File: config.mk
export PLATFORM = sky130hd
export DESIGN_NAME = noc_queue_reader
export DESIGN_NICKNAME = d
export VERILOG_FILES = /design/src/rtl/noc_pkg.sv /design/src/rtl/noc_skid_buf.sv /design/src/rtl/noc_queue_reader.sv
export SDC_FILE = /design/constraint.sdc
export NUM_CORES = 1
export LEC_CHECK = 0
export ABC_AREA = 1
export BUFFER_PORTS_ARGS = -buffer_cell sky130_fd_sc_hd__buf_2
export CAP_MARGIN = 20
export CORE_ASPECT_RATIO = 0.6
export CORE_MARGIN = 5
export CORE_UTILIZATION = 55
export DETAILED_ROUTE_END_ITERATION = 8
export PLACE_DENSITY_LB_ADDON = 0.1
export SETUP_SLACK_MARGIN = 0.05
export SYNTH_ARGS = -nofsm -noshare
export SYNTH_HDL_FRONTEND = slang
export SYNTH_HIERARCHICAL = 1
export SYNTH_SLANG_ARGS = --single-unit
File: constraint.sdc
create_clock -name clk -period 2.88 [get_ports clk]
set_input_delay 0.576 -clock clk [delete_from_list [all_inputs] [get_ports clk]]
set_output_delay 0.576 -clock clk [all_outputs]
set_load 0.01 [all_outputs]
File: src/rtl/noc_pkg.sv
// Shared constants and types for the NoC queue reader: flit width,
// header length-field position, framing states and the skid-buffer entry.
package noc_pkg;
  localparam int FLIT_W  = 16;
  localparam int LEN_MSB = 11;
  localparam int LEN_W   = 4;

  typedef enum logic {
    HDR  = 1'b0,
    BODY = 1'b1
  } rd_state_t;

  typedef struct packed {
    logic              last;
    logic [FLIT_W-1:0] data;
  } link_flit_t;
endpackage

File: src/rtl/noc_skid_buf.sv
// Two-entry FIFO of {last, data} flits; the head entry is presented
// combinationally so the link sees it in the cycle after capture.
module noc_skid_buf
  import noc_pkg::*;
(
  input  logic       clk,
  input  logic       rst,
  input  logic       push,
  input  link_flit_t push_flit,
  input  logic       pop,
  output link_flit_t head_flit,
  output logic [1:0] count
);
  link_flit_t [1:0] mem_reg;
  logic             wr_ptr_reg;
  logic             rd_ptr_reg;
  logic [1:0]       count_reg;
  logic             do_push;
  logic             do_pop;

  // A pop on an empty buffer is ignored; a push into a full buffer only lands
  // when the head leaves in the same cycle.
  assign do_pop  = pop && (count_reg != 2'd0);
  assign do_push = push && ((count_reg != 2'd2) || do_pop);

  always_ff @(posedge clk) begin
    if (rst) begin
      mem_reg    <= '0;
      wr_ptr_reg <= 1'b0;
      rd_ptr_reg <= 1'b0;
      count_reg  <= 2'd0;
    end else begin
      if (do_push) begin
        mem_reg[wr_ptr_reg] <= push_flit;
        wr_ptr_reg          <= !wr_ptr_reg;
      end
      if (do_pop) begin
        rd_ptr_reg <= !rd_ptr_reg;
      end
      count_reg <= count_reg + {1'b0, do_push} - {1'b0, do_pop};
    end
  end

  assign head_flit = mem_reg[rd_ptr_reg];
  assign count     = count_reg;
endmodule

File: src/rtl/noc_queue_reader.sv
// Pop-side drain engine: pops the flit queue, frames packets from the header
// length field and feeds a 2-entry skid buffer. Option: NOC_QUEUE_READER_STATS_EN.
module noc_queue_reader
  import noc_pkg::*;
#(
  parameter int FLIT_W  = noc_pkg::FLIT_W,
  parameter int LEN_MSB = noc_pkg::LEN_MSB
) (
  input  logic              clk,
  input  logic              rst,
  input  logic              q_empty_i,
  output logic              pop_req_o,
  input  logic [FLIT_W-1:0] q_data_i,
  output logic              link_valid_o,
  output logic [FLIT_W-1:0] link_data_o,
  output logic              link_last_o,
  input  logic              link_ready_i,
  output logic              busy_o
`ifdef NOC_QUEUE_READER_STATS_EN
  ,
  output logic [15:0]       pkt_cnt_o,
  output logic [15:0]       flit_cnt_o
`endif
);
  rd_state_t  state_reg, state_next;
  logic [3:0] body_cnt_reg, body_cnt_next;
  logic       inflight_reg;
  logic       cap_last;
  logic [3:0] hdr_len;
  logic       accept;
  logic [1:0] count;
  logic [2:0] occ;
  link_flit_t push_flit;
  link_flit_t head_flit;

  assign hdr_len = q_data_i[LEN_MSB -: 4];
  assign accept  = link_valid_o && link_ready_i;

  // Slots committed after this cycle's accept; a pop is allowed while one remains.
  assign occ       = {1'b0, count} + {2'b00, inflight_reg} - {2'b00, accept};
  assign pop_req_o = !rst && !q_empty_i && (occ < 3'd2);

  always_comb begin
    state_next     = state_reg;
    body_cnt_next  = body_cnt_reg;
    cap_last       = 1'b0;
    push_flit.last = 1'b0;
    push_flit.data = q_data_i;
    if (inflight_reg) begin
      case (state_reg)
        HDR: begin
          body_cnt_next = hdr_len;
          if (hdr_len == 4'd0) begin
            cap_last = 1'b1;
          end else begin
            state_next = BODY;
          end
        end
        BODY: begin
          body_cnt_next = body_cnt_reg - 4'd1;
          if (body_cnt_reg == 4'd1) begin
            cap_last   = 1'b1;
            state_next = HDR;
          end
        end
        default: state_next = HDR;
      endcase
    end
    push_flit.last = cap_last;
  end

  // Reset also drops a pop result still in flight: inflight clears, so the
  // returning data is never captured.
  always_ff @(posedge clk) begin
    if (rst) begin
      state_reg    <= HDR;
      body_cnt_reg <= 4'd0;
      inflight_reg <= 1'b0;
    end else begin
      state_reg    <= state_next;
      body_cnt_reg <= body_cnt_next;
      inflight_reg <= pop_req_o;
    end
  end

  noc_skid_buf u_skid (
    .clk       (clk),
    .rst       (rst),
    .push      (inflight_reg),
    .push_flit (push_flit),
    .pop       (accept),
    .head_flit (head_flit),
    .count     (count)
  );

  assign link_valid_o = (count != 2'd0);
  assign link_data_o  = head_flit.data;
  assign link_last_o  = head_flit.last;
  assign busy_o       = (state_reg == BODY) || inflight_reg || (count != 2'd0);

`ifdef NOC_QUEUE_READER_STATS_EN
  logic [15:0] pkt_cnt_reg;
  logic [15:0] flit_cnt_reg;

  always_ff @(posedge clk) begin
    if (rst) begin
      pkt_cnt_reg  <= 16'd0;
      flit_cnt_reg <= 16'd0;
    end else if (accept) begin
      flit_cnt_reg <= flit_cnt_reg + 16'd1;
      if (link_last_o) begin
        pkt_cnt_reg <= pkt_cnt_reg + 16'd1;
      end
    end
  end

  assign pkt_cnt_o  = pkt_cnt_reg;
  assign flit_cnt_o = flit_cnt_reg;
`endif
endmodule

; Word level (Yosys, flattened, before mapping)
; Index checks and enable logic that the tools add are counted.
[totals]
ram_bits = 0
latch_bits = 0
romBits = 0
n_memories = 0
input_bits = 20
reg_bits = 44
[op_classes]
multipliers = 0
n_eq_ne = 2
reduce_logical = 15
order_cmp = 4
n_mux = 13
n_addsub = 5
div = 0
bitwise = 1
n_shift = 0
[op_table]
columns = operator, n
row1 = 17-bit 2-to-1 mux, 3
row2 = 34-bit bitwise mux, 1
row3 = 17-bit demux with 1-bit select, 1
row4 = 4-bit one-hot mux with 2 select lines, 1
row5 = 1-bit logical AND, 6
row6 = 1-bit 2-to-1 mux, 5
row7 = "4-bit by 1-bit == test with 1-bit output, second input constant", 1
row8 = 1-bit logical NOT, 4
row9 = 4-bit logical NOT, 1
row10 = "1-bit by 2-bit < comparator with 1-bit output, second input constant", 2
row11 = 1-bit one-hot mux with 2 select lines, 2
row12 = "4-bit by 1-bit subtractor with 4-bit output, second input constant", 1
row13 = 2-bit by 1-bit adder with 3-bit output, 1
row14 = 1-bit logical OR, 3
row15 = "3-bit by 2-bit < comparator with 1-bit output, second input constant", 1
row16 = 3-bit by 1-bit subtractor with 3-bit output, 1
row17 = 2-bit by 1-bit adder with 2-bit output, 1
row18 = "2-bit != test, second input constant", 1
row19 = 2-bit nonzero test, 1
row20 = 2-bit by 1-bit subtractor with 2-bit output, 1
row21 = "1-bit >= comparator, second input constant", 1
row22 = 1-bit NOT, 1

; Logic depth before layout (Yosys ltp)
; Gate-level depths: netlist of the first run.
[depth]
word_depth = 7
depth_mapped = 11

; Modules after synthesis
; Netlist of the first run, hierarchy kept.
[by_module_without_submodules]
columns = module, instances, seq_area_each_um2, cells_per_inst, area_per_inst_um2
row1 = noc_skid_buf, 1, 760.7, 336, 2099.5
row2 = noc_queue_reader, 1, 120.1, 64, 430.4

; Worst setup path after synthesis of the first run
; No wires, ideal clock.
[synth_path]
path_type = input to output
start = input port link_ready_i
end = output port pop_req_o
t_arrival_ns = 2.077
setup_slack_ns = 0.227
path_stages = 6
cell_sequence = o21a_1 -> ha_1 -> or2_2 -> fa_1 -> nand2_1 -> nor3_1
[synth_between]
elab_chain_cells = 4
[synth_lines]
columns = item, line_no
row1 = "start, declared", noc_queue_reader.sv:17  ; input logic link_ready_i,
row2 = 1-bit logical AND, noc_queue_reader.sv:37  ; assign accept = link_valid_o && link_ready_i;
row3 = 3-bit by 1-bit subtractor with 3-bit output, noc_queue_reader.sv:40  ; assign occ = {1'b0, count} + {2'b00, inflight_reg} - {2'b00, accept};
row4 = 3-bit by 2-bit < comparator with 1-bit output, noc_queue_reader.sv:41  ; assign pop_req_o = !rst && !q_empty_i && (occ < 3'd2);
row5 = 1-bit logical AND, noc_queue_reader.sv:41
row6 = "end, declared", noc_queue_reader.sv:12  ; output logic pop_req_o,
; No other way between the ends.

; Worst setup path in the final report of the first run
[layout_path]
start = register u_skid.count_reg[0], in the netlist u_skid/count[0]
end = output port pop_req_o
[layout_between]
elab_chain_cells = 5
word_cells_on_any_way = 6
cone_classes = 2 x add/sub / 1 x order compare / 3 x reduce/logical
[layout_lines]
columns = item, line_no
row1 = "start, declared", noc_skid_buf.sv:17  ; logic [1:0] count_reg;
row2 = "start signal, assigned", noc_skid_buf.sv:40  ; count_reg <= count_reg + {1'b0, do_push} - {1'b0, do_pop};
row3 = 2-bit nonzero test, noc_queue_reader.sv:96  ; assign link_valid_o = (count != 2'd0);
row4 = 1-bit logical AND, noc_queue_reader.sv:37
row5 = named net accept, noc_queue_reader.sv:30  ; logic accept;
row6 = 3-bit by 1-bit subtractor with 3-bit output, noc_queue_reader.sv:40
row7 = 3-bit by 2-bit < comparator with 1-bit output, noc_queue_reader.sv:41
row8 = 1-bit logical AND, noc_queue_reader.sv:41
; The timed path passes the listed nets, and every way through them passes these cells.

==> flow_metrics.tcl, run 1 <==
set metrics [dict create \
    status "completed" \
    grt_overflow_total 0 \
    synth_area_um2 2530 \
    critPathCaptureType "output pin" \
    grt_pass1_wl_um 9670 \
    cellPowerDensity_nw_per_um2 825 \
    antenna_cells 0 \
    synth-seq-cells 44 \
    worst_pin_slew_ns 0.477 \
    synth_area_leaders "dfxtp_1 35%, inv_1 15%, nand2_1 15%, nand4_1 8.7%, nor2_1 6.8%" \
    cts_buffer_depth 2 \
    die_w_um 97.6 \
    synth_cells 400 \
    drt_wl_total_um 5650 \
    ctsHoldBuffers 0 \
    cap_violations 0 \
    yosysSeqAreaShare_pct 34.8 \
    dpl.cell_count 490 \
    n_fill_cell 427 \
    muxShareOfSynthArea_pct 0 \
    insertion_delay_ns 0.29 \
    syn-num-nets 426 \
    multiInputGateArea_um2 1150 \
    synth_cell_type_count 26 \
    grt_max_degree 44 \
    pre_cts_slack_ns 0.0784 \
    yosysTopAreaCellShare_pct 34.8 \
    dieArea_um2 6100 \
    core_area_um2 4520 \
    cts_tree "built" \
    path_clk_slew_ns 0.08 \
    ant_nets 0 \
    p_total_mw 2.37 \
    layout.nets 462 \
    synth-edff-count 0 \
    relSlewSlack_pct 68.1 \
    avgSynthCellArea_um2 6.32 \
    hold_path_class "in2reg" \
    drt_iter0_drc 160 \
    routabilityCongestion 0.850 \
    viasPerCell 4.73 \
    area_growth_pct 13.7 \
    pin_count 40 \
    crit_fanout 3 \
    detail_route.wl_per_cell_um 11.3 \
    hold_viol_final 0 \
    grt_pass1_vias 2126 \
    seqCellArea_um2 885 \
    synth_ff_type "dfxtp_1" \
    synth_top_area_cell "dfxtp_1" \
    period_needed_ns 2.80 \
    synth_compound_gate_area_share_pct 6.73 \
    layout_setup_ws_ns 0.0784 \
    synth-simple-area-share_pct 34.4 \
    cts_made_buffers 5 \
    setup_violations 0 \
    num_vias 2364 \
    place.port_buffers 39 \
    fin_cells 500 \
    synth_top_family_by_area "simple AND/OR/NAND/NOR gates" \
    synth_xor_area_share_pct 0.692 \
    rrSetupSlack_ns 0.86 \
    htreeDepth 2 \
    yosys_warnings 6 \
    rows 19 \
    rsz0062_at_grt "yes" \
    worstSetupPathType "reg2out" \
    synth_fa_ha_area_share_pct 3.26 \
    clockRootBuffer "clkbuf_8" \
    drc 0 \
    layout-drive-gt1-share_pct 15.6 \
    antenna_found_initial 0 \
    ir_worst_vdd_uv 469 \
    crit_arrival_ns 2.23 \
    finalMaxSlewViolations 0 \
    utilization_pct 63.7 \
    leakagePower_nw 1.52 \
    async_flop_share_pct 0 \
    drtPass1Iterations 4 \
    start_kind "flip-flop" \
    fin_crit_sh_pct 97.3 \
    hpwl_um 3640 \
    grt_util_all_layers_pct 19.0 \
    holdWs_ns 0.473 \
    start_util_pct 56.0 \
    skew_ns 0.00604 \
    max_freq_mhz 357 \
    die_h_um 62.5 \
    largest_register_ffs 34 \
    cts.sinks 44 \
    worstPathRequired_ns 2.30 \
]
area by class of cell:
type	count	area share, %
Clock buffer	6	2.52
Clock inverter	2	1.22
Inverter	104	13.6
Multi-Input combinational cell	233	40.1
Sequential cell	44	30.7
Tap cell	63	2.74
Timing Repair Buffer	48	9.13
repair_timing:
| item | 4_1_cts | 5_1_grt |
|---|---|---|
| endpoints found under the setup margin | 1 | 1 |
| hold endpoints to repair | 0 | 0 |
| buffers inserted | 1 | 1 |
| resized for setup | 3 | 3 |
| pin swaps | 2 | 6 |
final timing paths:
| check | start | end | cells past startpoint |
|---|---|---|---|
| worst max register to register | u_skid/count[0] | inflight_reg | 7 |
| worst max-delay path | u_skid/count[0] | pop_req_o | 7 |
| worst min register to register | u_skid/mem_reg[31] | u_skid/mem_reg[31] | 4 |
| worst min-delay path | q_empty_i | inflight_reg | 2 |
placed cells by master (no fill, tap or decap):
cell,instances
a21boi_2,1
a21oi_1,5
a21oi_2,1
buf_2,39
buf_4,9
bufinv_16,1
clkbuf_1,1
clkbuf_8,5
clkinv_1,1
clkinv_2,1
dfxtp_1,43
dfxtp_4,1
fa_2,1
ha_1,5
inv_1,101
inv_2,2
nand2_1,100
nand2_2,1
nand3_1,5
nand3_4,3
nand4_1,35
nor2_1,46
nor2_2,1
nor3_1,1
nor3_2,1
o211ai_1,1
o21a_1,1
o21ai_0,21
o21ai_1,1
or2_4,1
xor2_1,2
layer usage:
| metal | vias to the layer above | global-route usage [%] | wire (µm) |
|---|---|---|---|
| met3 | 2 | 4.12 | 438 |
| met5 | - | 0 | 0 |
| met4 | 0 | 5.87 | 30 |
| li1 | 1272 | - | - |
| met2 | 75 | 30.3 | 2370 |
| met1 | 1015 | 25.8 | 2810 |
power breakdown:
| part | switching [mW] | leakage [nW] | total (mW) | internal (mW) |
|---|---|---|---|---|
| sequential | 0.0700 | 0.360 | 0.827 | 0.757 |
| combinational | 0.691 | 1.10 | 1.08 | 0.388 |
| clock | 0.210 | 0.0552 | 0.468 | 0.258 |
cell usage after synthesis, types with 2 or more instances:
cell and n:
nand3_1 5, xor2_1 2, a21oi_1 5, nor2_1 46, dfxtp_1 44, buf_6 3
ha_1 5, buf_4 3, inv_1 101, nand4_1 35, clkbuf_1 3, inv_2 2
buf_2 10, nor3_1 2, o21ai_0 21, nand2_1 101, nand3_4 3
stage by stage:
stage | setup TNS (ns) | area [µm²]
after floorplan | 0 | 2530
after CTS | 0 | 2860
after detailed placement | 0 | 2740
after global routing | -0.0149 | 2880
after global placement | 0 | 2740
final | 0 | 2880
cells by family (layout without fill, tap and decap cells):
| family | Yosys count | after routing |
|---|---|---|
| flip-flops | 44 | 44 |
| AND/OR/NAND/NOR | 194 | 194 |
| buffers and inverters | 123 | 160 |
| XOR/XNOR | 2 | 2 |
| adder cells (fa/ha/maj) | 6 | 6 |
| AO/OA/AOI/OAI | 31 | 31 |
critical path, cell delays in order (launching register included):
cell     delay (ns)
dfxtp_4        0.35
o21a_1         0.19
ha_1           0.26
or2_4          0.23
fa_2           0.54
nand2_2        0.05
nor3_2         0.15
buf_2          0.15
(Power assumes the default switching activity.)
==> run 2, diff against run 1 <==
Settings changed: ABC_AREA 1 to unset, PLACE_DENSITY set to 0.79, PLACE_DENSITY_LB_ADDON 0.1 to unset.
==> run 2 against run 1 <==
  * Core utilization is 5.3 points higher
  * Sequential power shrank 6.2%
  * Routed wire length fell by 14%
  * Highest routed layer unchanged
  * Largest cell class unchanged
  * Sequential share of layout area rose by 3.0 points
  * Clock skew grew 0.0029 ns
  * Critical path depth up 1
==> flow_metrics.tcl, run 2 <==
set metrics [dict create \
    synth_top_area_cell "dfxtp_1" \
    clockRootBuffer "clkbuf_8" \
    hold_viol_final 0 \
    worstSetupPathType "reg2out" \
    hpwl_um 3240 \
    grt_max_degree 62 \
    swShare_pct 34.5 \
    grtUsageMet1_pct 24.2 \
    cellPowerDensity_nw_per_um2 726 \
    use_met3_pct 4.19 \
    avgSynthCellArea_um2 9.34 \
    drt_iter0_drc 37 \
    grt_pass1_wl_um 8180 \
    top_usage_layer "met2" \
    synth-edff-count 0 \
    start_util_pct 59.0 \
    max_freq_mhz 354 \
    synth_cells 239 \
    yosysMostFrequentCell "dfxtp_1" \
    layout-drive-gt1-share_pct 30.0 \
    pwr-share-seq_pct 40.9 \
    largest_register_ffs 34 \
    pin_count 40 \
    cap_violations 0 \
    hold_path_class "reg2reg" \
    crit_fanout 2 \
    async_flop_share_pct 0 \
    drtPass1Iterations 4 \
    n_fill_cell 311 \
    viasPerCell 5.43 \
    utilization_pct 69.0 \
    cts_tree "built" \
    ys_top_cells_by_count "44 x dfxtp_1, 38 x nand2b_1, 34 x o21ai_0, 22 x nor2b_1" \
    relSlewSlack_pct 57.8 \
    area_growth_pct 17.0 \
    synth-seq-cells 44 \
    grt_pass1_vias 1754 \
    grt_util_all_layers_pct 18.7 \
    ir_worst_vdd_uv 614 \
    setup_violations 0 \
    drt_wl_total_um 4860 \
    insertion_delay_ns 0.29 \
    antenna_cells 0 \
    rsz0062_at_grt "yes" \
    antenna_found_initial 0 \
    period_needed_ns 2.82 \
    synth_area_um2 2230 \
    skew_ns 0.00897 \
    die_h_um 59.4 \
    status "completed" \
    crit_arrival_ns 2.25 \
    mostFrequentLayoutCell "dfxtp_1" \
    p_int_mw 1.24 \
    pre_cts_slack_ns 0.0538 \
    layout_common_cells "43 x dfxtp_1, 39 x buf_2, 37 x nand2b_1, 34 x o21ai_0, 22 x nor2b_1" \
    rrSetupSlack_ns 0.59 \
    yosysTopAreaCellShare_pct 39.4 \
    synth_cell_type_count 36 \
    critPathCaptureType "output pin" \
    path_clk_slew_ns 0.08 \
    grt_overflow_total 0 \
    ant_nets 0 \
    holdWs_ns 0.473 \
    worstPathRequired_ns 2.30 \
    slowest_stage "fa_2" \
    synth_ff_type "dfxtp_1" \
    rows 17 \
    leakagePower_nw 1.12 \
    crit_chain "or2_4, and2_4, ha_4, nand2b_4, fa_2, xor2_2, nor4b_2, buf_2" \
    layout_setup_ws_ns 0.0564 \
    cts.sinks 44 \
    yosys_warnings 6 \
    start_kind "flip-flop" \
    layout.nets 306 \
    worst_pin_slew_ns 0.633 \
    use_met2_pct 31.5 \
    core_area_um2 3790 \
    drc 0 \
    place.port_buffers 39 \
    cts_made_buffers 5 \
    htreeDepth 2 \
    p_total_mw 1.90 \
    die_w_um 92.3 \
    syn-num-nets 265 \
    finalMaxSlewViolations 0 \
    synth_area_leaders "dfxtp_1 39%, nand2b_1 11%, mux2_2 8.6%, mux2i_1 7.6%, o21ai_0 7.6%" \
    dieArea_um2 5480 \
    cp_slowest_stage_delay_ns 0.35 \
    detail_route.wl_per_cell_um 14.9 \
    routabilityCongestion 0.770 \
    yosysSeqAreaShare_pct 39.4 \
    num_vias 1775 \
    pwr-share-comb_pct 40.1 \
    switching_power_mw 0.655 \
    p_clk_share_pct 19.0 \
    cts_buffer_depth 2 \
    fin_crit_sh_pct 98.0 \
]
run 2: changes by cell type in the layout (fill, tap and decap cells not counted), moves of 2 or more:
cell and delta:
nand3_1 -5, inv_1 -95, nand4_1 -35, mux2_2 +17, nand2_1 -97, nor3_1 +2
nand3_4 -3, nor2b_1 +22, a31oi_1 +2, mux2i_1 +17, o21ai_1 +3, o21ai_0 +13
nor2_1 -43, nand2b_1 +37
run 2: logic make-up after synthesis:
kind of cell	count (synthesis)	share of synthesized area, %
simple gates	83	23.9
compound gates	48	11.7
flops	44	39.4
mux	34	16.2
buf+inv	21	3.98
fa+ha+maj	6	3.70
xor+xnor	3	1.18
run 2: worst paths after layout:
kind,from,to,depth (start not counted)
max,u_skid/count[1],pop_req_o,8
min,u_skid/mem_reg[24],u_skid/mem_reg[24],2
min reg2reg,u_skid/mem_reg[24],u_skid/mem_reg[24],2
max reg2reg,u_skid/count[1],u_skid/count[1],11
run 2: final cells by class:
class / count / area (µm²) / share of cell area [%]
Inverter: 7 / 26.3 / 1.01
Clock buffer: 6 / 72.6 / 2.78
Multi-Input combinational cell: 174 / 1310 / 50.0
Sequential cell: 44 / 882 / 33.8
Tap cell: 47 / 58.8 / 2.25
Timing Repair Buffer: 48 / 263 / 10.1
Clock inverter: 1 / 5.00 / 0.192
run 2: timing repair:
item / 4_1_cts / 5_1_grt
setup endpoints to repair: 1 / 1
hold buffers: 0 / 0
pin swaps: 6 / 2
buffers inserted: 3 / 0
resized for setup: 6 / 1
run 2: layer usage:
layer,vias to the layer above,part of all wire (%)
met5,-,0
met4,0,1.5
met3,9,4.2
met2,39,45
met1,835,49
li1,892,-
run 2: critical path, delay by kind of cell, from the launching register on:
| family | cells | cell delay (ns) |
|---|---|---|
| AND/OR/NAND/NOR | 4 | 0.74 |
| adder cells (fa/ha/maj) | 2 | 0.56 |
| flip-flops | 1 | 0.33 |
| buffers and inverters | 1 | 0.17 |
| XOR/XNOR | 1 | 0.16 |
run 2: per-stage QoR:
stage / cells / TNS, ns / instance area [µm²]
6_report: 327 / 0 / 2610
5_1_grt: 327 / -0.00242 / 2610
4_1_cts: 327 / -0.00371 / 2610
3_5_place_dp: 317 / 0 / 2480
3_3_place_gp: 317 / 0 / 2480
2_1_floorplan: 239 / 0 / 2240
run 2: power by group through the flow:
stage	clock, mW	sequential (mW)	combinational (mW)
2_1_floorplan	0	0.773	0.460
3_5_place_dp	0	0.786	0.665
4_1_cts	0.371	0.773	0.744
5_1_grt	0.392	0.788	0.844
6_report	0.361	0.776	0.760
3_3_place_gp	0	0.781	0.641
==> run 3, diff against run 2 <==
Settings changed: CORE_UTILIZATION 55 to 50, PLACE_DENSITY 0.79 to 0.76.
Clock period 2.88 ns to 2.5 ns, I/O delays scaled along.
==> run 3 against run 2 <==
  * The flow now finishes with violations (negative setup slack)
  * Sequential power grew 16%
  * Highest routed layer unchanged
  * Critical endpoint unchanged
  * Cell count is 3.7% higher
  * Largest cell class unchanged
  * Clock skew shrank 0.0053 ns
  * Sequential share of layout area down 0.46 points
  * Register-to-register slack worse by 0.38 ns
==> flow_metrics.tcl, run 3 (synthesis results as in run 2) <==
set metrics [dict create \
    relSlewSlack_pct 59.9 \
    die_w_um 96.3 \
    mostFrequentLayoutCell "dfxtp_1" \
    layout.nets 305 \
    layout-drive-gt1-share_pct 29.7 \
    place.port_buffers 39 \
    viasPerCell 5.10 \
    start_kind "flip-flop" \
    area_growth_pct 18.9 \
    drt_wl_total_um 4650 \
    drc 0 \
    fin_cells 339 \
    crit_arrival_ns 2.30 \
    htreeDepth 2 \
    holdWs_ns 0.447 \
    dieArea_um2 5950 \
    cts_buffer_depth 2 \
    grt_pass1_wl_um 7810 \
    dpl.cell_count 332 \
    die_h_um 61.8 \
    critPathCaptureType "output pin" \
    p_total_mw 2.19 \
    max_freq_mhz 357 \
    rsz0062_at_grt "yes" \
    antenna_cells 0 \
    grt_overflow_total 0 \
    cts_made_buffers 5 \
    detail_route.wl_per_cell_um 13.7 \
    pre_cts_slack_ns -0.106 \
    path_clk_slew_ns 0.08 \
    utilization_pct 63.1 \
    cts_tree "built" \
    worstPathRequired_ns 2.00 \
    grt_max_degree 42 \
    insertion_delay_ns 0.29 \
    cap_violations 0 \
    dpl-instance-area_um2 2570 \
    crit_fanout 3 \
    setup_violations 1 \
    status "complete, but fails checks" \
    antenna_found_initial 0 \
    drtPass1Iterations 4 \
    fin_tns_setup_ns -0.305 \
    r2r_start "u_skid/count[1]" \
    leakagePower_nw 1.13 \
    worstSetupPathType "reg2out" \
    violations "negative setup slack" \
    layout_setup_ws_ns -0.305 \
    layout_common_cells "43 x dfxtp_1, 39 x buf_2, 37 x nand2b_1, 34 x o21ai_0, 22 x nor2b_1" \
    drt_iter0_drc 73 \
    hold_start "q_empty_i" \
    start_util_pct 53.0 \
    grt_pass1_vias 1680 \
    cellPowerDensity_nw_per_um2 826 \
    startpoint "u_skid/count[1]" \
    cts_setup_buffers 0 \
    largest_register_ffs 34 \
    hold_path_class "in2reg" \
    clockRootBuffer "clkbuf_8" \
    period_needed_ns 2.80 \
    ir_worst_vdd_uv 379 \
    rows 18 \
    hpwl_um 3270 \
    worst_pin_slew_ns 0.601 \
    cts.sinks 44 \
    ant_nets 0 \
    routabilityCongestion 0.786 \
    fin_crit_sh_pct 112 \
    hold_viol_final 0 \
    num_vias 1729 \
    grt_util_all_layers_pct 17.2 \
    final_design_area_no_fill_um2 2660 \
    ctsHoldBuffers 0 \
    finalMaxSlewViolations 0 \
    pin_count 40 \
    skew_ns 0.00367 \
    core_area_um2 4210 \
]
## run 3: per-layer routing
metal  routed length (µm)  track usage (%)
met1                 2370             23.3
met2                 2040             27.3
met3                  201             4.69
met4                   39             4.86
met5                    0                0
## run 3: final cells by class
type,count,area [µm²]
Clock buffer,6,72.6
Clock inverter,1,5.00
Fill cell,387,1560
Inverter,7,26.3
Multi-Input combinational cell,174,1330
Sequential cell,44,885
Tap cell,60,75.1
Timing Repair Buffer,47,268
## run 3: critical path, cell delays in order (launching register included)
cell and delay, ns:
dfxtp_4 0.34, or2_4 0.25, and2_4 0.15, ha_4 0.20, nand2b_4 0.13, fa_2 0.37
xor2_4 0.18, nor4b_4 0.22, buf_2 0.17
## run 3: report_power, final
| part | internal, mW | switching, mW |
|---|---|---|
| Combinational | 0.427 | 0.447 |
| Sequential | 0.817 | 0.0839 |
| Clock | 0.190 | 0.229 |
| Total | 1.43 | 0.761 |
## run 3: worst paths after layout
check | end | slack [ns] | cells after the start
worst max register to register | u_skid/count[1] | 0.21 | 11
worst min-delay path | inflight_reg | 0.45 | 2
worst min register to register | u_skid/mem_reg[19] | 0.48 | 2
worst max-delay path | pop_req_o | -0.30 | 8
## run 3: timing repair
action,4_1_cts,5_1_grt
pin swaps,2,0
endpoints found under the setup margin,1,1
gates resized for setup,1,0
